`src/rtl/weight_bram_writer.sv`:
```
// Packs a narrow valid/ready stream LSB-first into wide weight lines and
// writes write_length consecutive lines from base_address through one BRAM port.
module weight_bram_writer #(
  parameter int MAC_NUM            = 256,
  parameter int BRAM_ADDRESS_WIDTH = 12,
  parameter int IN_WIDTH           = 64
) (
  input  logic                          clk,
  input  logic                          rst_n,
  input  logic                          start,
  input  logic [BRAM_ADDRESS_WIDTH-1:0] base_address,
  input  logic [BRAM_ADDRESS_WIDTH-1:0] write_length,
  input  logic [IN_WIDTH-1:0]           s_data,
  input  logic                          s_valid,
  output logic                          s_ready,
  output logic [BRAM_ADDRESS_WIDTH-1:0] bram_address,
  output logic [5*MAC_NUM-1:0]          bram_din,
  output logic                          bram_en,
  output logic                          bram_we,
  output logic                          busy,
  output logic                          done,
  output logic [BRAM_ADDRESS_WIDTH:0]   lines_written
);

  localparam int W      = BRAM_ADDRESS_WIDTH;
  localparam int LINE_W = 5 * MAC_NUM;
  localparam int BEATS  = LINE_W / IN_WIDTH;
  localparam int BEAT_W = (BEATS > 1) ? $clog2(BEATS) : 1;
  localparam logic [BEAT_W-1:0] LAST_BEAT = BEAT_W'(BEATS - 1);

  typedef enum logic [1:0] {
    S_IDLE  = 2'd0,
    S_FILL  = 2'd1,
    S_WRITE = 2'd2,
    S_DONE  = 2'd3
  } state_t;

  state_t              state_q, state_d;
  logic [BEAT_W-1:0]   beat_q, beat_d;
  logic [W-1:0]        addr_q, addr_d;
  logic [W-1:0]        len_q, len_d;
  logic [W:0]          lines_q, lines_d;
  logic [LINE_W-1:0]   pack_q, pack_d;
  logic                s_ready_q, s_ready_d;
  logic [W-1:0]        bram_address_q, bram_address_d;
  logic [LINE_W-1:0]   bram_din_q, bram_din_d;
  logic                bram_en_q, bram_en_d;
  logic                bram_we_q, bram_we_d;
  logic                busy_q, busy_d;
  logic                done_q, done_d;
  logic                accept_s;
  logic [LINE_W-1:0]   pack_next_s;

  // Next-state, packing and registered-output decode.
  always_comb begin
    state_d        = state_q;
    beat_d         = beat_q;
    addr_d         = addr_q;
    len_d          = len_q;
    lines_d        = lines_q;
    pack_d         = pack_q;
    bram_address_d = bram_address_q;
    bram_din_d     = bram_din_q;
    accept_s       = s_valid & s_ready_q;
    pack_next_s    = pack_q;

    // Merge the accepted beat into its slot so the final beat can go straight to the BRAM register.
    for (int i = 0; i < BEATS; i++) begin
      if (accept_s && (beat_q == BEAT_W'(i))) begin
        pack_next_s[i*IN_WIDTH +: IN_WIDTH] = s_data;
      end else begin
        pack_next_s[i*IN_WIDTH +: IN_WIDTH] = pack_q[i*IN_WIDTH +: IN_WIDTH];
      end
    end

    case (state_q)
      S_IDLE: begin
        if (start) begin
          addr_d  = base_address;
          len_d   = write_length;
          lines_d = '0;
          if (write_length != '0) begin
            state_d = S_FILL;
          end else begin
            state_d = S_DONE;
          end
        end else begin
          state_d = S_IDLE;
        end
      end
      S_FILL: begin
        if (accept_s) begin
          pack_d = pack_next_s;
          if (beat_q == LAST_BEAT) begin
            beat_d         = '0;
            state_d        = S_WRITE;
            bram_din_d     = pack_next_s;
            bram_address_d = addr_q;
          end else begin
            beat_d = beat_q + 1'b1;
          end
        end else begin
          state_d = S_FILL;
        end
      end
      S_WRITE: begin
        addr_d  = addr_q + 1'b1;
        lines_d = lines_q + 1'b1;
        if ((lines_q + 1'b1) < {1'b0, len_q}) begin
          state_d = S_FILL;
        end else begin
          state_d = S_DONE;
        end
      end
      S_DONE: begin
        state_d = S_IDLE;
      end
      default: begin
        state_d = S_IDLE;
      end
    endcase

    s_ready_d = (state_d == S_FILL);
    bram_en_d = (state_d == S_WRITE);
    bram_we_d = (state_d == S_WRITE);
    busy_d    = (state_d != S_IDLE);
    done_d    = (state_d == S_DONE);
  end

  // State and output registers with synchronous active-low reset.
  always_ff @(posedge clk) begin
    if (!rst_n) begin
      state_q        <= S_IDLE;
      beat_q         <= '0;
      addr_q         <= '0;
      len_q          <= '0;
      lines_q        <= '0;
      pack_q         <= '0;
      s_ready_q      <= 1'b0;
      bram_address_q <= '0;
      bram_din_q     <= '0;
      bram_en_q      <= 1'b0;
      bram_we_q      <= 1'b0;
      busy_q         <= 1'b0;
      done_q         <= 1'b0;
    end else begin
      state_q        <= state_d;
      beat_q         <= beat_d;
      addr_q         <= addr_d;
      len_q          <= len_d;
      lines_q        <= lines_d;
      pack_q         <= pack_d;
      s_ready_q      <= s_ready_d;
      bram_address_q <= bram_address_d;
      bram_din_q     <= bram_din_d;
      bram_en_q      <= bram_en_d;
      bram_we_q      <= bram_we_d;
      busy_q         <= busy_d;
      done_q         <= done_d;
    end
  end

  assign s_ready       = s_ready_q;
  assign bram_address  = bram_address_q;
  assign bram_din      = bram_din_q;
  assign bram_en       = bram_en_q;
  assign bram_we       = bram_we_q;
  assign busy          = busy_q;
  assign done          = done_q;
  assign lines_written = lines_q;

endmodule

```
`config.mk`:
```
export PLATFORM = sky130hd
export DESIGN_NAME = weight_bram_writer
export DESIGN_NICKNAME = d
export VERILOG_FILES = /design/src/rtl/weight_bram_writer.sv
export SDC_FILE = /design/constraint.sdc
export NUM_CORES = 2
export LEC_CHECK = 0
export ABC_AREA = 1
export CORE_AREA = 4 4 547 549
export DETAILED_ROUTE_END_ITERATION = 6
export DIE_AREA = 0 0 551 553
export PLACE_DENSITY_LB_ADDON = 0.3
export SYNTH_ARGS = -nofsm -noshare
export SYNTH_HDL_FRONTEND = slang
export SYNTH_SLANG_ARGS = --single-unit
```
`constraint.sdc`:
```
create_clock -name clk -period 2.68 [get_ports clk]
set_clock_uncertainty 0.2 [all_clocks]
set_input_delay 0.67 -clock clk [delete_from_list [all_inputs] [get_ports clk]]
set_output_delay 0.67 -clock clk [all_outputs]
set_load 0.02 [all_outputs]
```
==> results.md <==
- The total core area is 0.294 mm^2.
- The pre-CTS setup slack is -556 ps.
- The first-pass GRT wire length is 646 mm.
- The number of nets in the final layout is 15300.
- The analysis attributes to cell leakage a power of 67.1 nW.
- The count of cell instances traversed by the critical path is 1.
- Of the total power, registers draw 0.452.
- The netlist uses 31 different library cells.
- The fill cell instance count of the final layout is 28500.
- The critical path data arrival time is 1770 ps.
- Before antenna repair, the detailed router went through 7 iterations.
- The number of remaining DRC errors is 1.
- For the worst flop-to-flop path, the logic depth is 10.
- The top cell types in the final layout, fill and taps aside, are sky130_fd_sc_hd__dfxtp_1, sky130_fd_sc_hd__a21oi_1, sky130_fd_sc_hd__nand2_1, sky130_fd_sc_hd__nor2_1, sky130_fd_sc_hd__buf_4.
- The classification of the worst-slack hold path is input pin to flop.
- The routed via count is 99400.
- The count of endpoints failing setup in the final report is 0.
- The number of global-route vias before repair was 88100.
- Yosys printed 0 warnings.
- The detail route stage leaves a number of antenna-violating nets equal to 0.
- Entering global routing, the biggest net connects 129 pins.
- TritonCTS created 286 clock buffers.
- The cell class contributing the biggest share of worst-path delay is flip-flops.
- In this run the most critical hold path is launched from base_address[1].
- Summing every instance area after synthesis gives 0.100 mm^2.
- The congestion estimate from routability-driven global placement came to 0.877.
- The number of antenna violations at the first check in global routing is 70.
- The dominant register cell in the synthesized netlist is sky130_fd_sc_hd__dfxtp_1.
- The initial core utilization is 0.342.
- Clock latency on the worst-skew pair, taken at its later pin, is 910 ps.
- The number of enable-type register cells in the synthesized netlist is 0.
- The clock tree from TritonCTS is yes.
- The final reports fail on design-rule violations.
- In this run the critical register-to-register path is captured at bram_din[1012].
- The time the worst path needs with I/O delays and setup is 2640 ps.
- The count of placed standard cells in the final layout, fillers left out is 19300.
- The post-placement cell count is 18800.
- Input and output buffers added on the ports amount to 1401.
- The mean cell area of the mapped netlist is 7.75 um^2.
- The startpoint type of the worst setup path is a flop.
- STA classifies the critical path endpoint as an output pin.
- The maximum single-stage delay on the critical path is 500 ps.
- The number of nets handed over by synthesis was 13100.
- The run finished, with violations left.
- The maximum fanout count along the critical path is 2.
- The library cell used most frequently in the layout, excluding fill and tap cells, is sky130_fd_sc_hd__dfxtp_1.
- Detailed placement finished with a half-perimeter wire length of 333 mm.
- The standard cell with the maximum stage delay on the critical path is sky130_fd_sc_hd__dfxtp_1.
- The share of synthesized flip-flops with an asynchronous set or reset is 0.
- The worst register-to-register path begins at state_q[0].
- The die is 553 um tall.
- The terminating pin of the worst hold path is addr_q[1].
- Buffers added to address setup during post-CTS repair amount to 0.
- After synthesis the netlist holds a flip-flop and latch count of 2556.
- In this run the deepest clock path goes through 4 buffers.
- The slack of the critical path is 36.0 ps.
- In this run, the number of DRC markers left after iteration 0 of detailed routing was 11100.
- Relative to the synthesized area, the layout overhead comes to 39.3%.
- The share of total power consumed by net switching is 0.245.
- Counting instances, the worst hold path has a depth of 3.
- At the pin with the least slew margin, the transition time is 608 ps.
- The switching power is 21.1 mW.
- The clock net sink count is 2556.
- The sequential-to-total area share from yosys stat is 0.510.
- The number of buffer and inverter stages on the critical path is 1.
- CTS built an H-tree with a depth of 5.
- The root buffer selected by CTS is sky130_fd_sc_hd__clkbuf_16.
- The gate count after technology mapping is 13000.
- The ratio of routed vias to standard cells is 5.15.
- In this run the horizontal extent of the chip is 551 um.
- The all-layer global routing usage is 0.287.
- The final global-route overflow total is 0.
- The number of hold violations in the final report is 0.
- Of the total power, the clock network draws 0.480.
- Walking the worst path, the cells encountered are clkdlybuf4s15_1.
- The CTS clock-pin slew for the worst setup and hold paths is 60 ps.
- Pin placement for this block handled 1402 I/O pins.
- Derived from the worst setup path, the maximum achievable clock frequency is 378 MHz.
- The worst IR drop on VDD is 0.514 mV.
- Headroom to the max-slew limit came out at 0.595.
- The share of total power dissipated in combinational logic is 0.068.
- The type of the worst setup path is flop to output pin.
- The tool flagged a number of max-cap violations equal to 0.
- Setup slack on the worst reg-to-reg path comes out at 160 ps.
- For the worst setup path, the data required time is 1810 ps.
- In the final layout, the share of cells above drive strength 1 is 0.150.
- In this run the core area contains 199 standard-cell rows.
- The part of the cycle the worst path needs is 0.987.
- The power per standard cell area is 616 mW/mm^2.
- The total routed wirelength is 460 mm.
- The max-slew violation total from the final report is 0.
- The die covers 0.305 mm^2.
- The detailed-route wire length per cell is 23.8 um.
- Internal power comes to 65.0 mW.
==> synth_stat cells, types with 3 or more instances <==
| master | instances | area share |
|---|---|---|
| sky130_fd_sc_hd__xor2_1 | 7 | 0.00061 |
| sky130_fd_sc_hd__buf_6 | 3 | 0.00034 |
| sky130_fd_sc_hd__a211oi_1 | 13 | 0.00097 |
| sky130_fd_sc_hd__buf_4 | 80 | 0.0060 |
| sky130_fd_sc_hd__nand4_1 | 8 | 0.00050 |
| sky130_fd_sc_hd__clkinv_1 | 67 | 0.0025 |
| sky130_fd_sc_hd__a21oi_1 | 2145 | 0.11 |
| sky130_fd_sc_hd__nor3_1 | 7 | 0.00035 |
| sky130_fd_sc_hd__o211ai_1 | 1144 | 0.086 |
| sky130_fd_sc_hd__xnor2_1 | 4 | 0.00035 |
| sky130_fd_sc_hd__a31oi_1 | 6 | 0.00037 |
| sky130_fd_sc_hd__nand2_1 | 1493 | 0.056 |
| sky130_fd_sc_hd__o21ai_1 | 625 | 0.031 |
| sky130_fd_sc_hd__o21ai_0 | 1010 | 0.050 |
| sky130_fd_sc_hd__nor2_1 | 1415 | 0.053 |
| sky130_fd_sc_hd__ha_1 | 19 | 0.0024 |
| sky130_fd_sc_hd__buf_1 | 70 | 0.0026 |
| sky130_fd_sc_hd__dfxtp_1 | 2556 | 0.51 |
| sky130_fd_sc_hd__nor2_2 | 3 | 0.00019 |
| sky130_fd_sc_hd__clkbuf_1 | 696 | 0.026 |
| sky130_fd_sc_hd__inv_1 | 1215 | 0.045 |
| sky130_fd_sc_hd__buf_2 | 329 | 0.016 |
| sky130_fd_sc_hd__nand3_1 | 32 | 0.0016 |
==> layout make-up <==
type | count | area, um^2 | area share
Timing Repair Buffer | 3091 | 29500 | 0.211
Tap cell | 3919 | 4900 | 0.0351
Antenna cell | 30 | 75.1 | 0.000537
Clock buffer | 408 | 8240 | 0.0589
Multi-Input combinational cell | 7942 | 39500 | 0.283
Inverter | 1284 | 4830 | 0.0345
Sequential cell | 2556 | 51200 | 0.366
Clock inverter | 99 | 1590 | 0.0113
==> worst max-delay path by stage <==
stage	end	from	slack [ps]
after global routing	done	lines_written[0]	-20
after global placement	bram_din[556]	s_valid	-580
after CTS	bram_din[1141]	bram_din[1141]	0.04
final	bram_din[1045]	bram_din[1045]	40
after detailed placement	bram_din[556]	s_valid	-560
after floorplan	busy	lines_written[0]	120
==> timing repair <==
| item | in CTS | in global routing |
|---|---|---|
| endpoints found under the setup margin | 1309 | 101 |
| hold endpoints to repair | 5 | 0 |
| hold buffers | 1 | 0 |
| gates cloned | 0 | 0 |
| gates resized for setup | 1416 | 23 |
==> routing by layer <==
metal	routed length, um	track usage	share of wire
met1	203000	0.412	0.44
met2	192000	0.421	0.42
met3	40100	0.0482	0.087
met4	24100	0.128	0.052
met5	57	0	0.00012
==> logic make-up after synthesis <==
kind of cell               Yosys count  share of synthesized area
buffers and inverters             2462                     0.0994
AOI/OAI and AO/OA                 4946                      0.276
adders and majority gates           19                    0.00237
DFF                               2556                      0.510
xor gates and xnor gates            11                   0.000960
and+or+nand+nor                   2966                      0.112
==> through the flow <==
stage                     hold WS, ps  total power [mW]  area, um^2  utilization  TNS, ps
after floorplan                   235              42.0      100000            -        0
after global placement            251              45.5      131000        0.447  -882890
after detailed placement          255              45.5      131000        0.447  -899350
after CTS                        89.5              86.6      140000        0.476        0
after global routing              135              88.6      140000        0.476    -77.0
final                             182              86.1      140000        0.476        0
==> sequential cells by signal (all words and copies together) (netlist names) <==
name,count
s_ready,1
len_q,12
lines_written,13
pack_q,1216
bram_din,1280
beat_q,5
state_q,2
addr_q,12
bram_address,12
busy,1
done,1
bram_we,1
==> power by group through the flow <==
stage / logic (mW) / registers [mW] / clock network, mW
CTS: 5.81 / 38.9 / 41.8
floorplan: 2.29 / 39.7 / 0
finish: 5.85 / 38.9 / 41.3
global route: 6.19 / 39.0 / 43.5
global placement: 5.76 / 39.7 / 0
detailed placement: 5.79 / 39.7 / 0
Note: power is estimated with default switching activity, not from simulation.
